[config.mk]
export PLATFORM = sky130hd
export DESIGN_NAME = uart_seq_sender
export DESIGN_NICKNAME = d
export VERILOG_FILES = /design/src/rtl/uart_seq_sender.sv
export SDC_FILE = /design/constraint.sdc
export NUM_CORES = 1
export LEC_CHECK = 0
export CAP_MARGIN = 40
export CORE_ASPECT_RATIO = 1.4
export CORE_MARGIN = 5
export CORE_UTILIZATION = 42
export DETAILED_ROUTE_END_ITERATION = 16
export REMOVE_ABC_BUFFERS = 1
export SETUP_SLACK_MARGIN = 0.02
export SLEW_MARGIN = 40
export SYNTH_ARGS = -nofsm -noshare
export SYNTH_HDL_FRONTEND = slang
export SYNTH_SLANG_ARGS = --single-unit
[constraint.sdc]
create_clock -name i_clk -period 2.6 [get_ports i_clk]
set_input_delay 0.52 -clock i_clk [delete_from_list [all_inputs] [get_ports i_clk]]
set_output_delay 0.52 -clock i_clk [all_outputs]
set_load 0.02 [all_outputs]
[src/rtl/uart_seq_sender.sv]
// UART character sequencer: arm, step an index, fire; sends the mapped character rep times as 8N1 frames.
// Optional CR/LF trailer after the last repeat is enabled by defining UART_SEQ_CRLF_EN.
module uart_seq_sender #(
  parameter int D       = 234,
  parameter int L       = 8,
  parameter int N_CHARS = 27,
  parameter int REP_W   = 4
) (
  input  logic             i_clk,
  input  logic             i_rst,
  input  logic             i_sed,
  input  logic             i_cnt,
  input  logic [REP_W-1:0] i_rep,
  output logic             o_txd,
  output logic             o_busy,
  output logic             o_led,
  output logic [4:0]       o_sel,
  output logic             o_done
);
  localparam int BW = $clog2(D);

  typedef enum logic [2:0] {IDLE, SELECT, LOAD, START, DATA, STOP, DONE} state_t;

  state_t           state_q, state_d;
  logic [2:0]       sed_sync_q, cnt_sync_q;
  logic [BW-1:0]    baud_q, baud_d;
  logic [2:0]       bit_q, bit_d;
  logic [REP_W-1:0] rep_q, rep_d;
  logic [7:0]       char_q, char_d;
  logic [4:0]       sel_q, sel_d;
  logic             busy_q, busy_d;
  logic             led_q;
  logic             sed_rise, cnt_rise, baud_last;
`ifdef UART_SEQ_CRLF_EN
  logic [1:0]       trl_q, trl_d;
`endif

  // Bit 0 is the first synchroniser stage, bit 2 the history flop.
  assign sed_rise  = sed_sync_q[1] & ~sed_sync_q[2];
  assign cnt_rise  = cnt_sync_q[1] & ~cnt_sync_q[2];
  assign baud_last = (baud_q == BW'(D - 1));

  always_ff @(posedge i_clk) begin
    if (i_rst) begin
      state_q    <= IDLE;
      sed_sync_q <= '0;
      cnt_sync_q <= '0;
      baud_q     <= '0;
      bit_q      <= '0;
      rep_q      <= '0;
      char_q     <= '0;
      sel_q      <= '0;
      busy_q     <= 1'b0;
      led_q      <= 1'b0;
`ifdef UART_SEQ_CRLF_EN
      trl_q      <= '0;
`endif
    end else begin
      state_q    <= state_d;
      sed_sync_q <= {sed_sync_q[1:0], i_sed};
      cnt_sync_q <= {cnt_sync_q[1:0], i_cnt};
      baud_q     <= baud_d;
      bit_q      <= bit_d;
      rep_q      <= rep_d;
      char_q     <= char_d;
      sel_q      <= sel_d;
      busy_q     <= busy_d;
      led_q      <= (state_q == SELECT);
`ifdef UART_SEQ_CRLF_EN
      trl_q      <= trl_d;
`endif
    end
  end

  always_comb begin
    state_d = state_q;
    baud_d  = baud_q;
    bit_d   = bit_q;
    rep_d   = rep_q;
    char_d  = char_q;
    sel_d   = sel_q;
`ifdef UART_SEQ_CRLF_EN
    trl_d   = trl_q;
`endif
    case (state_q)
      IDLE: begin
        if (sed_rise) begin
          state_d = SELECT;
          sel_d   = '0;
        end
      end
      SELECT: begin
        // A send request outranks a simultaneous step, so the pre-step index is sent.
        if (sed_rise && sel_q != 5'd0) begin
          state_d = LOAD;
        end else if (cnt_rise) begin
          sel_d = (sel_q == 5'(N_CHARS)) ? 5'd0 : sel_q + 5'd1;
        end
      end
      LOAD: begin
        char_d  = (sel_q == 5'd1) ? 8'h20 : 8'h5F + {3'b000, sel_q};
        rep_d   = (i_rep == '0) ? REP_W'(1) : i_rep;
        baud_d  = '0;
        bit_d   = '0;
        state_d = START;
`ifdef UART_SEQ_CRLF_EN
        trl_d   = 2'd0;
`endif
      end
      START: begin
        baud_d = baud_q + BW'(1);
        if (baud_last) begin
          baud_d  = '0;
          state_d = DATA;
        end
      end
      DATA: begin
        baud_d = baud_q + BW'(1);
        if (baud_last) begin
          baud_d = '0;
          if (bit_q == 3'(L - 1)) begin
            bit_d   = '0;
            state_d = STOP;
          end else begin
            bit_d = bit_q + 3'd1;
          end
        end
      end
      STOP: begin
        baud_d = baud_q + BW'(1);
        if (baud_last) begin
          baud_d = '0;
          if (rep_q > REP_W'(1)) begin
            rep_d   = rep_q - REP_W'(1);
            state_d = START;
          end else begin
            if (rep_q != '0) rep_d = rep_q - REP_W'(1);
`ifdef UART_SEQ_CRLF_EN
            if (trl_q == 2'd0) begin
              char_d  = 8'h0D;
              trl_d   = 2'd1;
              state_d = START;
            end else if (trl_q == 2'd1) begin
              char_d  = 8'h0A;
              trl_d   = 2'd2;
              state_d = START;
            end else begin
              state_d = DONE;
            end
`else
            state_d = DONE;
`endif
          end
        end
      end
      DONE:    state_d = IDLE;
      default: state_d = IDLE;
    endcase
    busy_d = (state_d == START) || (state_d == DATA) || (state_d == STOP);
  end

  assign o_txd  = (state_q == START) ? 1'b0 :
                  (state_q == DATA)  ? char_q[bit_q] : 1'b1;
  assign o_busy = busy_q;
  assign o_led  = led_q;
  assign o_sel  = sel_q;
  assign o_done = (state_q == DONE);
endmodule

Word-level counts from Yosys, hierarchy flattened
Cells that the tools add are included.
Word-level totals
  output and inout bits: 9
  input bits: 8
  flip-flop bits (word level): 39
Cells by class
  eq/ne operators: 19
  multiplexer cells: 28
  reductions and logical operators: 15
  bitwise logic cells: 4
  $lt $le $gt $ge: 2
  add/subtract/negate cells: 5
Operator list (count)
  3-bit two-way mux: 9
  5-bit two-way mux: 4
  3-bit equality test (second input constant): 6
  3-bit one-hot mux with 6 select lines: 1
  4-bit two-way mux: 4
  8-bit two-way mux: 2
  8-bit one-hot mux with 2 select lines: 1
  2-bit inequality test (second input constant): 5
  5-bit one-hot mux with 2 select lines: 1
  3-bit by 2-bit equality test with 1-bit output (second input constant): 3
  7-bit by 5-bit adder with 8-bit output (first input constant): 1
  8-bit by 1-bit adder with 8-bit output (second input constant): 1
  8-bit equality test (second input constant): 1
  4-bit one-hot mux with 2 select lines: 1
  2-bit nonzero test: 4
  3-bit one-hot mux with 2 select lines: 1
  5-bit by 1-bit adder with 5-bit output (second input constant): 1
  5-bit by 1-bit equality test with 1-bit output (second input constant): 1
  5-bit equality test (second input constant): 1
  5-bit nonzero test: 1
  4-bit by 1-bit greater-than comparator with 1-bit output (second input constant): 1
  4-bit logical NOT: 1
  3-bit by 4-bit less-than comparator with 1-bit output (second input constant): 1
  4-bit AND reduction: 1
  other kinds (15): 20

Logic depth before layout (Yosys ltp)
Gate-level depths: netlist (run 1).
  depth in word-level cells: 8
  gate-level depth with buffers: 7
  gate-level depth less buffers: 7

Least setup slack after synthesis (run 1)
No wires, ideal clock.
  kind: register to register
  start: register sel_q[0] (netlist: o_sel[0])
  end: register sel_q[1] (netlist: o_sel[1])
  setup time: 67 ps
  arrival: 2199 ps
  slack: 333 ps
  data required time: 2533 ps
  cell stages (with the launch flop): 8
  clock period less this slack: 2267 ps
  cell sequence: dfxtp_1 -> inv_1 -> ha_1 -> or4b_4 -> a2111oi_4 -> nor2_2 -> or3b_1 -> a21oi_2
Between the ends
  cells in the longest elaborated chain, start to end: 5
  elaborated cells on any way between the ends: 10
  classes of those cells: add/sub (1); eq/ne (2); mux (4); reduce/logical (3)
Ends and longest elaborated chain
  start: declaration: RTL line 30  | logic [4:0] sel_q, sel_d;
  start signal: assignment: RTL line 66  | sel_q <= sel_d;
  5-bit by 1-bit adder with 5-bit output or 5-bit equality test (tied branches): RTL line 97  | sel_d = (sel_q == 5'(N_CHARS)) ? 5'd0 : sel_q + 5'd1;
  5-bit two-way mux: RTL line 97
  5-bit two-way mux: RTL line 96  | end else if (cnt_rise) begin
  5-bit two-way mux: RTL line 94  | if (sed_rise && sel_q != 5'd0) begin
  5-bit one-hot mux with 2 select lines: RTL line 85  | case (state_q)
Several ways; a longest one is shown, not always the timed one. The select of a mux whose other input is x is not followed.
A chain may end at the register's enable or synchronous reset.

Worst setup path after layout (run 1)
Ends and elaborated chain as after synthesis.

==> summary.md, run 1 <==
| Metric | Value |
|---|---|
| Status | finished clean |
| Worst skew pair latency | roughly 0.29 ns |
| Setup tns final | 0 ns |
| First-pass GRT wire length | between 7000 and 8000 microns |
| Total Power | 1.03 mW |
| Starting density of the core | 44.0% |
| Die area | 6290 sq um |
| Post-synth top flop | dfxtp_1 |
| Critical path class | reg2reg |
| Share of cells above drive strength 1 | 9.13% |
| Clk Tree Root Cell | clkbuf_8 |
| Yosys warnings | 0 |
| Detailed-route via count | 1720 |
| Fmax | 426 MHz |
| Sequential-to-total area share from yosys stat | around 38% |
| Hold Startpoint | sed_sync_q[0] |
| Placeable Area | ~4600 sq um |
| Post-synthesis sequential element count | 38 |
| Vias per cell | 5.29 |
| P per Cell Area | between 400 and 500 nW/um^2 |
| Avg Inst Size Synth | between 8 and 9 sq um |
| Final Max Tran Viols | 0 |
| GPL Wtd Cong | approximately 0.8 |
| RSZ-0062 raised after global routing | no |
| CP required | between 2 and 3 ns |
| Initial DRC count | 77 |
| Fin nets | 281 |
| Critical R2R Launch | o_sel[0] |
| Worst Tran Pin Value | 0.549 ns |
| Hold Vio Cnt, Final | 0 |
| LEAKAGE | roughly 0.83 nW |
| GRT overflow | 0 |
| Setup-failing EPs final | 0 |
| Worst Skew | ~0.014 ns |
| DRC Markers | 0 |
| Area grow syn2layout | 16.8% |
| Chip width | between 60 and 70 microns |
| Die Ht | just over 90 microns |
| Clock Pin Slew Worst Setup and Hold Paths | 0.08 ns |
| Number of global-route vias before repair | approximately 1.7k |
| # IOs | 17 |
| Worst min path class | reg2reg |
| FILL cells | 470 |
| Post-synth EDFFs | 0 |
| Post-DP HPWL | approximately 3300 microns |
| CP Max Fanout | 8 |
| DRT Pass-1 Iters | 4 |
| Syn Std Cell Area | about 2000 sq um |
| # port buffers | 16 |
| Rel. slew slack | 63.4% |
| Total global-route track usage | 15.5% |
| Row Count | 29 |
| Highest-count cells in the layout ignoring fill and taps | 37 x dfxtp_1, 36 x nor2_1, 22 x a21oi_1, 15 x nand2_1, 15 x clkdlybuf4s50_1 |
| Worst setup SP type | register |
| Period utilization | 90.3% |
| Crit. End Element | register |
| TritonCTS clock tree | built |
| Post-route ant nets | 0 |
| Commonest non-fill, non-tap cell in the layout | dfxtp_1 |
| Hold WS | 0.419 ns |
| Htree depth | 2 |
| Routed wire length | 4370 microns |
| Clock buffer count from CTS | 5 |
| Async SR Flop Fraction | 0% |
| Largest net degree at the start of global routing | 20 |
| # Max-Cap Violations | 0 |
| Worst vdd ir | 0.000260 V |
| Worst-case clock buffer depth | 2 |
| Clk sink count | 38 |
| Distinct cell type count after synthesis | 46 |
| CP arrival | ~2.6 ns |
| Ant. Diodes | 0 |
| Antenna violations before repair | 0 |
| Drt wl/cell | ~13 microns |
| Cells after synthesis | 242 |
| Register-to-Register Setup Slack | 0.25 ns |
| Shortest period the worst path allows | 2.35 ns |
| Crit. Startpoint | o_sel[0] |
==> synth_stat cells, types with 2 or more instances <==
cell	instances	area, sq um
nor3b_1	7	52.6
dfxtp_1	38	761
a311oi_1	5	43.8
nand2b_1	4	25.0
nand3_1	9	45.0
xor2_1	2	17.5
nand4_1	2	12.5
a41o_1	2	20.0
or3_1	4	25.0
o21ai_0	4	20.0
a31oi_1	2	12.5
a211oi_1	2	15.0
o22ai_1	2	12.5
or2_1	4	25.0
nor2_1	36	135
nand4b_1	2	17.5
and3_1	2	12.5
a21oi_1	22	110
inv_1	6	22.5
a22oi_1	3	22.5
ha_1	10	125
nand2_1	15	56.3
nor2b_1	12	75.1
nor3_1	6	30.0
clkbuf_1	9	33.8
o21ai_1	11	55.1
mux2i_1	2	20.0
==> power by group <==
group	switching (mW)	leakage, nW	internal [mW]
Clock	0.205	0.0438	0.180
Sequential	0.00190	0.308	0.587
Combinational	0.0271	0.482	0.0237
==> per-layer routing <==
metal	vias up	wire (microns)	global-route usage, %
met5	-	0	0
met4	0	88	6.63
met1	774	1960	17.5
li1	910	-	-
met3	9	140	3.30
met2	27	2190	27.0
==> timing repair <==
action,CTS,global route
setup buffers,0,0
gates resized for setup,0,2
hold buffers,0,0
setup endpoints to repair,0,1
==> critical path: stages, from the launching register on <==
cell       delay, ns
dfxtp_1         0.39
inv_1           0.13
ha_1            0.14
or4b_4          0.50
a2111oi_4       0.46
nor2_2          0.13
or3b_1          0.41
a21oi_2         0.13
==> area by class of cell <==
class                           instances  area [sq um]  area share, %
Inverter                                6          22.5          0.959
Tap cell                               62          77.6           3.30
Clock inverter                          2          10.0          0.426
Timing Repair Buffer                   25           230           9.81
Clock buffer                            5          68.8           2.93
Multi-Input combinational cell        187          1180           50.1
Sequential cell                        38           762           32.5
==> registers in the layout (all words and copies together) (netlist names) <==
signal / cells
char_q: 7
state_q: 3
o_led: 1
bit_q: 3
o_sel: 5
o_busy: 1
baud_q: 8
sed_sync_q: 3
rep_q: 4
cnt_sync_q: 3
==> final timing paths <==
kind	end	depth (start not counted)
min reg2reg	sed_sync_q[1]	1
min	sed_sync_q[1]	1
max reg2reg	o_sel[1]	7
max	o_sel[1]	7
==> cells by family after synthesis <==
| group | share of synthesized area (%) |
|---|---|
| and+or+nand+nor | 30.4 |
| AOI/OAI and AO/OA | 18.9 |
| DFF | 37.9 |
| buffers and inverters | 3.61 |
| adders and majority gates | 6.23 |
| muxes | 2.12 |
| xor gates and xnor gates | 0.872 |
==> through the flow <==
stage / util, % / std cells / area, sq um / setup WS, ns
after global placement: 49.5 / 318 / 2260 / 0.314
after detailed placement: 49.5 / 318 / 2260 / 0.278
after CTS: 51.3 / 325 / 2340 / 0.0220
after floorplan: - / 231 / 1960 / 0.335
final: 51.3 / 325 / 2350 / 0.253
after global routing: 51.3 / 325 / 2350 / 0.128
No activity file was read; power rests on OpenSTA's default activity.
==> inputs of run 2 (changes only) <==
--- a/config.mk
+++ b/config.mk
@@ -5,14 +5,12 @@
 export SDC_FILE = /design/constraint.sdc
 export NUM_CORES = 1
 export LEC_CHECK = 0
-export CAP_MARGIN = 40
 export CORE_ASPECT_RATIO = 1.4
 export CORE_MARGIN = 5
 export CORE_UTILIZATION = 42
 export DETAILED_ROUTE_END_ITERATION = 16
 export REMOVE_ABC_BUFFERS = 1
 export SETUP_SLACK_MARGIN = 0.02
-export SLEW_MARGIN = 40
 export SYNTH_ARGS = -nofsm -noshare
 export SYNTH_HDL_FRONTEND = slang
 export SYNTH_SLANG_ARGS = --single-unit
==> results of run 2 <==
Same layout as run 1: the final DEF is identical, and so are final timing and power.
